**config.mk**
```make
export PLATFORM = sky130hd
export DESIGN_NAME = pipe_ctrl_flat
export DESIGN_NICKNAME = d
export VERILOG_FILES = /design/src/rtl/pipe_ctrl_if.sv /design/src/rtl/pipe_ctrl.sv /design/src/flat_wrapper.sv
export SDC_FILE = /design/constraint.sdc
export NUM_CORES = 1
export LEC_CHECK = 0
export CAP_MARGIN = 5
export CELL_PAD_IN_SITES_DETAIL_PLACEMENT = 1
export CELL_PAD_IN_SITES_GLOBAL_PLACEMENT = 2
export CORE_MARGIN = 1
export CORE_UTILIZATION = 30
export CTS_BUF_LIST = sky130_fd_sc_hd__clkbuf_4 sky130_fd_sc_hd__clkbuf_8
export CTS_CLUSTER_SIZE = 24
export DETAILED_ROUTE_END_ITERATION = 10
export PLACE_DENSITY = 0.86
export REMOVE_ABC_BUFFERS = 1
export SYNTH_ARGS = -nofsm -noshare
export SYNTH_HDL_FRONTEND = slang
export SYNTH_SLANG_ARGS = --single-unit
```
**constraint.sdc**
```tcl
create_clock -name clk -period 3.06 [get_ports clk]
set_input_delay 0.918 -clock clk [delete_from_list [all_inputs] [get_ports clk]]
set_output_delay 0.918 -clock clk [all_outputs]
set_load 0.02 [all_outputs]
```
**src/rtl/pipe_ctrl_if.sv**
```systemverilog
// pipe_ctrl_if: stall/flush/halt bundle between pipeline stages and pipe_ctrl
interface pipe_ctrl_if #(
    parameter int STAGES = 4,
    parameter int CNT_W  = 16
);
    logic [STAGES-1:0] stall_req;
    logic [STAGES-1:0] flush_req;
    logic              halt_req;
    logic [STAGES-1:0] ex_signal;
    logic [STAGES-1:0] flush_signal;
    logic              halt_ack;
    logic              stall_timeout;
    logic [CNT_W-1:0]  stall_total;

    modport master (
        output stall_req, flush_req, halt_req,
        input  ex_signal, flush_signal, halt_ack, stall_timeout, stall_total
    );

    modport slave (
        input  stall_req, flush_req, halt_req,
        output ex_signal, flush_signal, halt_ack, stall_timeout, stall_total
    );
endinterface

```
**src/rtl/pipe_ctrl.sv**
```systemverilog
// pipe_ctrl: per-stage execute enables, registered flushes, halt/drain handshake, stall watchdog and counter
module pipe_ctrl #(
    parameter int STAGES  = 4,
    parameter int CNT_W   = 16,
    parameter int TIMEOUT = 1023
) (
    input  logic         clk,
    input  logic         rst,
    pipe_ctrl_if.slave   bus
);
    localparam int DW = $clog2(STAGES) + 1;
    localparam logic [1:0] RUN = 2'd0, DRAIN = 2'd1, HALTED = 2'd2;
    localparam logic [DW-1:0] LAST = DW'(STAGES - 1);
    localparam logic [CNT_W-1:0] TO = CNT_W'(TIMEOUT);

    logic [1:0]        state, state_n;
    logic [DW-1:0]     drain_cnt;
    logic [CNT_W-1:0]  stall_run;
    logic [STAGES-1:0] others_stall, flush_mask;
    logic              any_stall;

    assign any_stall = |bus.stall_req;

    // a stage is never held back by its own request, and a flush at k clears every younger stage
    for (genvar i = 0; i < STAGES; i++) begin : g_stage
        assign others_stall[i] = |(bus.stall_req & ~(STAGES'(1) << i));
        assign flush_mask[i]   = |(bus.flush_req >> (i + 1));
    end

    always_comb begin
        state_n = (state == RUN) ? (bus.halt_req ? DRAIN : RUN)
                : !bus.halt_req ? RUN
                : (state == HALTED) ? HALTED
                : (state == DRAIN && !any_stall && drain_cnt + 1'b1 == LAST) ? HALTED
                : (state == DRAIN) ? DRAIN : RUN;
    end

    assign bus.ex_signal = (rst || state == HALTED) ? '0
                         : ~others_stall & (state == DRAIN ? ~STAGES'(1) : '1);

    always_ff @(posedge clk) begin
        if (rst) begin
            state             <= RUN;
            drain_cnt         <= '0;
            stall_run         <= '0;
            bus.halt_ack      <= 1'b0;
            bus.flush_signal  <= '0;
            bus.stall_timeout <= 1'b0;
            bus.stall_total   <= '0;
        end else begin
            state             <= state_n;
            drain_cnt         <= (state == RUN) ? '0 : (state == DRAIN && !any_stall) ? drain_cnt + 1'b1 : drain_cnt;
            stall_run         <= !any_stall ? '0 : (stall_run == TO) ? TO : stall_run + 1'b1;
            bus.halt_ack      <= (state_n == HALTED);
            bus.flush_signal  <= flush_mask;
            bus.stall_timeout <= bus.stall_timeout | (any_stall && stall_run >= TO - 1'b1);
            bus.stall_total   <= bus.stall_total + CNT_W'(any_stall && !(&bus.stall_total));
        end
    end
endmodule

```
**src/flat_wrapper.sv**
```systemverilog
// flat-port wrapper written by rule: the top's interface ports become plain ports
module pipe_ctrl_flat 
#(
    parameter int STAGES  = 4,
    parameter int CNT_W   = 16,
    parameter int TIMEOUT = 1023
)
  (clk, rst, bus_stall_req, bus_flush_req, bus_halt_req, bus_ex_signal, bus_flush_signal, bus_halt_ack, bus_stall_timeout, bus_stall_total);
  pipe_ctrl_if #(.STAGES(STAGES), .CNT_W(CNT_W)) bus_i ();
  input  logic clk;
  input  logic rst;
  input wire logic [$bits(bus_i.stall_req)-1:0] bus_stall_req;
  input wire logic [$bits(bus_i.flush_req)-1:0] bus_flush_req;
  input wire logic [$bits(bus_i.halt_req)-1:0] bus_halt_req;
  output wire logic [$bits(bus_i.ex_signal)-1:0] bus_ex_signal;
  output wire logic [$bits(bus_i.flush_signal)-1:0] bus_flush_signal;
  output wire logic [$bits(bus_i.halt_ack)-1:0] bus_halt_ack;
  output wire logic [$bits(bus_i.stall_timeout)-1:0] bus_stall_timeout;
  output wire logic [$bits(bus_i.stall_total)-1:0] bus_stall_total;
  assign bus_i.stall_req = bus_stall_req;
  assign bus_i.flush_req = bus_flush_req;
  assign bus_i.halt_req = bus_halt_req;
  assign bus_ex_signal = bus_i.ex_signal;
  assign bus_flush_signal = bus_i.flush_signal;
  assign bus_halt_ack = bus_i.halt_ack;
  assign bus_stall_timeout = bus_i.stall_timeout;
  assign bus_stall_total = bus_i.stall_total;
  pipe_ctrl #(.STAGES(STAGES), .CNT_W(CNT_W), .TIMEOUT(TIMEOUT)) u_core (.clk(clk), .rst(rst), .bus(bus_i));
endmodule
```
==> run summary <==
The final number of hold-violating endpoints is 0. The leakage power of the design is 0.923 nW. The synthesis-to-layout area growth came out at 30.3%. For this run, the top clock speed supported by timing is 336 MHz. The share of final-layout standard cells stronger than drive strength 1 came out at 0.133. Counting flops with a built-in enable in the synthesized netlist gives 0. The number of nets in the layout is 288. The switching power of the nets came out at 0.258 mW.

The fraction of the yosys area taken by sequential cells is 0.425. The synthesized design spends more area on one cell type than any other, namely sky130_fd_sc_hd__dfxtp_1. The number of antenna violations at the first check in global routing came out at 0. The clock network latency to the later pin of the worst-skew pair is 0.29 ns. The number of synthesis warnings is 0.

The floorplan step defined a die boundary enclosing 6930 µm². The total of hold buffers inserted after clock tree synthesis came out at 0. The path type of the worst setup path is in -> out.

The sum of routed wire length over all layers came out at 4.74 mm. The via total after detailed routing came out at 1,718. The net switching fraction of the power came out at 0.254.

The mapped cell area is 1980 µm². The top-level I/O count is 37. In the routed design, unresolved DRC markers number 0. The total of flip-flops plus latches after synthesis is 42. The number of diodes added for antenna fixing came out at 0.

The internal portion of the total power is 0.758 mW. Setup violations remaining at the end of the flow were counted as 0. The slew at the pin with the worst max-slew slack came out at 0.532 ns. The H-tree depth is 2. The die span in y came out at 83.2 µm.

Ranked by instance count, the synthesized netlist is headed by 42 x sky130_fd_sc_hd__dfxtp_1, 35 x sky130_fd_sc_hd__nor2_1, 19 x sky130_fd_sc_hd__xnor2_1, 15 x sky130_fd_sc_hd__nand3_1, 13 x sky130_fd_sc_hd__a21oi_1. The total of fill cells in the finished design came out at 748. The mean routed wirelength per cell came out at 13.7 µm. The worst ir drop on vdd came out at 174 µV.

The remaining antenna violation count after routing came out at 0. For this run, the share of the core covered by cells in the final layout is 0.406. The signal arrival time at the worst endpoint is 2.06 ns. The share of total power dissipated in sequential elements is 0.563. The placement row count came out at 29. The clock network power share came out at 0.341.

The average vias per placed instance came out at 4.95. Among all flip-flop cells after synthesis, the most frequent one is sky130_fd_sc_hd__dfxtp_1. The data required time of the critical path came out at 2.14 ns. Measured along the x axis, the die boundary spans 83.2 µm. The global-route usage over all layers came out at 0.143. The iteration-0 DRC count of the detailed router came out at 47.

The TritonCTS buffer count came out at 5. The highest net fanout along the worst path is 2. The worst setup path is captured at a primary output. The flow ran to the end, and the final reports show no timing, DRC or antenna violations. The total design power came out at 1.02 mW. The weighted congestion at the end of routability-driven global placement is 0.717. The share of total power in combinational logic came out at 0.096. The root buffer selected by CTS is sky130_fd_sc_hd__clkbuf_8. After synthesis, the share of flip-flops with an asynchronous set or reset is 0. The half-perimeter wire length after detailed placement came out at 3.46 mm. The wire length of the first global-routing pass came out at 8.00 mm. The post-synthesis area per instance is 8.84 µm². The power density over the cells came out at 394 nW/µm². By area the synthesized netlist is led by sky130_fd_sc_hd__dfxtp_1 42%, sky130_fd_sc_hd__xnor2_1 8.4%, sky130_fd_sc_hd__nor2_1 6.6%.

The maximum clock path buffer count came out at 2. The number of global-route vias before repair is 1,700. The post-route minimum period came out at 2.98 ns. The aggregate global routing overflow is 0. The final worst hold slack came out at 0.489 ns.

The number of max-slew violations in the final report was 0. The final-layout setup total negative slack came out at 0 ns. STA classifies the critical path startpoint as a primary input.

The max capacitance violation total came out at 0. The cell count after synthesis is 224. The worst pin sits at a relative slew slack of 0.642. The share of synthesized area in the top cell type comes to 0.425.

The maximum number of pins on one net before global-route repair came out at 29. The first detailed-routing pass took 4 iterations. The TritonCTS clock tree is done. Setup repair after global routing left no endpoint under its margin. The clock sink total came out at 42. The initial utilization of the core area, before any placement, comes to 0.312. The distinct cell type count after synthesis came out at 41. The floorplan step defined a core boundary enclosing 6350 µm². The total setup buffers inserted after CTS is 0. The post-route clock period utilization is 0.973. The tightest min-delay check is of the reg -> reg type. The number of input and output port buffers inserted came out at 34. Yosys instantiated no cell more often than sky130_fd_sc_hd__dfxtp_1. The final clock skew came out at 0.00375 ns. The post-CTS clock slew at the launch and capture registers of the worst setup and hold paths came out at 0.08 ns.
==> power by group through the flow <==
stage | clock, mW | combinational [mW] | sequential [mW]
after floorplan | 0 | 0.0335 | 0.589
after global placement | 0 | 0.0935 | 0.585
after detailed placement | 0 | 0.0952 | 0.586
after CTS | 0.362 | 0.0964 | 0.572
after global routing | 0.383 | 0.107 | 0.575
final | 0.347 | 0.0976 | 0.572
==> final timing paths <==
kind | slack (ns) | to | start | depth (start not counted)
setup / recovery | 0.08 | bus_ex_signal[0] | bus_stall_req[2] | 4
hold / removal | 0.49 | u_core.stall_run[8]$_SDFF_PP0_ | u_core.stall_run[8]$_SDFF_PP0_ | 1
setup reg to reg | 1.05 | u_core.stall_run[12]$_SDFF_PP0_ | u_core.stall_run[3]$_SDFF_PP0_ | 4
hold reg to reg | 0.49 | u_core.stall_run[8]$_SDFF_PP0_ | u_core.stall_run[8]$_SDFF_PP0_ | 1
==> through the flow <==
| step | worst slack, ns | std cells | instance area [µm²] |
|---|---|---|---|
| after detailed placement | -0.478 | 340 | 2470 |
| after floorplan | 0.243 | 217 | 1950 |
| after global placement | -0.456 | 340 | 2470 |
| after global routing | 0.00963 | 347 | 2580 |
| after CTS | -0.00600 | 347 | 2550 |
| final | 0.0840 | 347 | 2580 |
==> sequential cells by signal, summed over array words and instances, names as in the netlist <==
| name | cells |
|---|---|
| u_core.bus.flush_signal | 3 |
| u_core.bus.stall_timeout | 1 |
| u_core.bus.halt_ack | 1 |
| u_core.bus.stall_total | 16 |
| u_core.drain_cnt | 3 |
| u_core.stall_run | 16 |
| u_core.state | 2 |
==> metal layers <==
layer	GRT usage	wire [µm]	up-vias
met1	0.173	2220	824
met5	0	0	-
met2	0.241	2280	26
li1	-	-	864
met4	0.0564	62	0
met3	0.0398	170	4
==> placed cells by master (no fill, tap or decap), types with 2 or more instances in the layout <==
master | Yosys | final
sky130_fd_sc_hd__a31oi_1 | 3 | 3
sky130_fd_sc_hd__ha_1 | 7 | 7
sky130_fd_sc_hd__nand2b_1 | 3 | 3
sky130_fd_sc_hd__nand3_1 | 15 | 15
sky130_fd_sc_hd__dfxtp_1 | 42 | 42
sky130_fd_sc_hd__clkbuf_8 | 0 | 5
sky130_fd_sc_hd__inv_1 | 7 | 7
sky130_fd_sc_hd__nor4_1 | 8 | 7
sky130_fd_sc_hd__clkdlybuf4s50_1 | 0 | 27
sky130_fd_sc_hd__dlymetal6s2s_1 | 0 | 3
sky130_fd_sc_hd__buf_4 | 2 | 14
sky130_fd_sc_hd__xnor2_1 | 19 | 19
sky130_fd_sc_hd__xor2_1 | 5 | 5
sky130_fd_sc_hd__nor2_1 | 35 | 33
sky130_fd_sc_hd__nor2b_1 | 5 | 5
sky130_fd_sc_hd__a21oi_1 | 13 | 13
sky130_fd_sc_hd__nor3b_1 | 4 | 4
sky130_fd_sc_hd__nand2_1 | 8 | 8
sky130_fd_sc_hd__o21ai_0 | 5 | 5
sky130_fd_sc_hd__or3_1 | 2 | 2
sky130_fd_sc_hd__clkinv_2 | 0 | 2
sky130_fd_sc_hd__nand4_1 | 5 | 5
sky130_fd_sc_hd__nor3_1 | 11 | 11
sky130_fd_sc_hd__nor4_4 | 1 | 2
sky130_fd_sc_hd__or4_4 | 1 | 2
==> layout make-up <==
cell class / count / area (µm²) / area share
clock inverters: 2 / 10.0 / 0.00388
clock buffers: 5 / 68.8 / 0.0267
well taps: 77 / 96.3 / 0.0374
repair buffers: 46 / 429 / 0.166
inverters: 7 / 26.3 / 0.0102
flip-flops and latches: 42 / 841 / 0.326
multi-input cells: 168 / 1110 / 0.429
==> critical path, cell delays in order <==
cell	delay, ns
sky130_fd_sc_hd__clkdlybuf4s50_1	0.41
sky130_fd_sc_hd__or2_2	0.34
sky130_fd_sc_hd__nor4_4	0.21
sky130_fd_sc_hd__buf_4	0.18
==> cell families (layout without fill, tap and decap cells) <==
kind of cell    count (synthesis)  count (layout)  synth area share
buf+inv                        14              60            0.0303
compound gates                 26              26            0.0759
fa+ha+maj                       7               7            0.0442
other cells                     1               1           0.00189
flops                          42              42             0.425
simple gates                  108             108             0.306
xor+xnor                       24              24             0.106
mux                             2               2            0.0107
==> repair_timing <==
item,in CTS,in global routing
setup endpoints to repair,4,4
resized for setup,21,10
pin swaps,0,2
endpoints found under the hold margin,0,0
(Power assumes the default switching activity.)
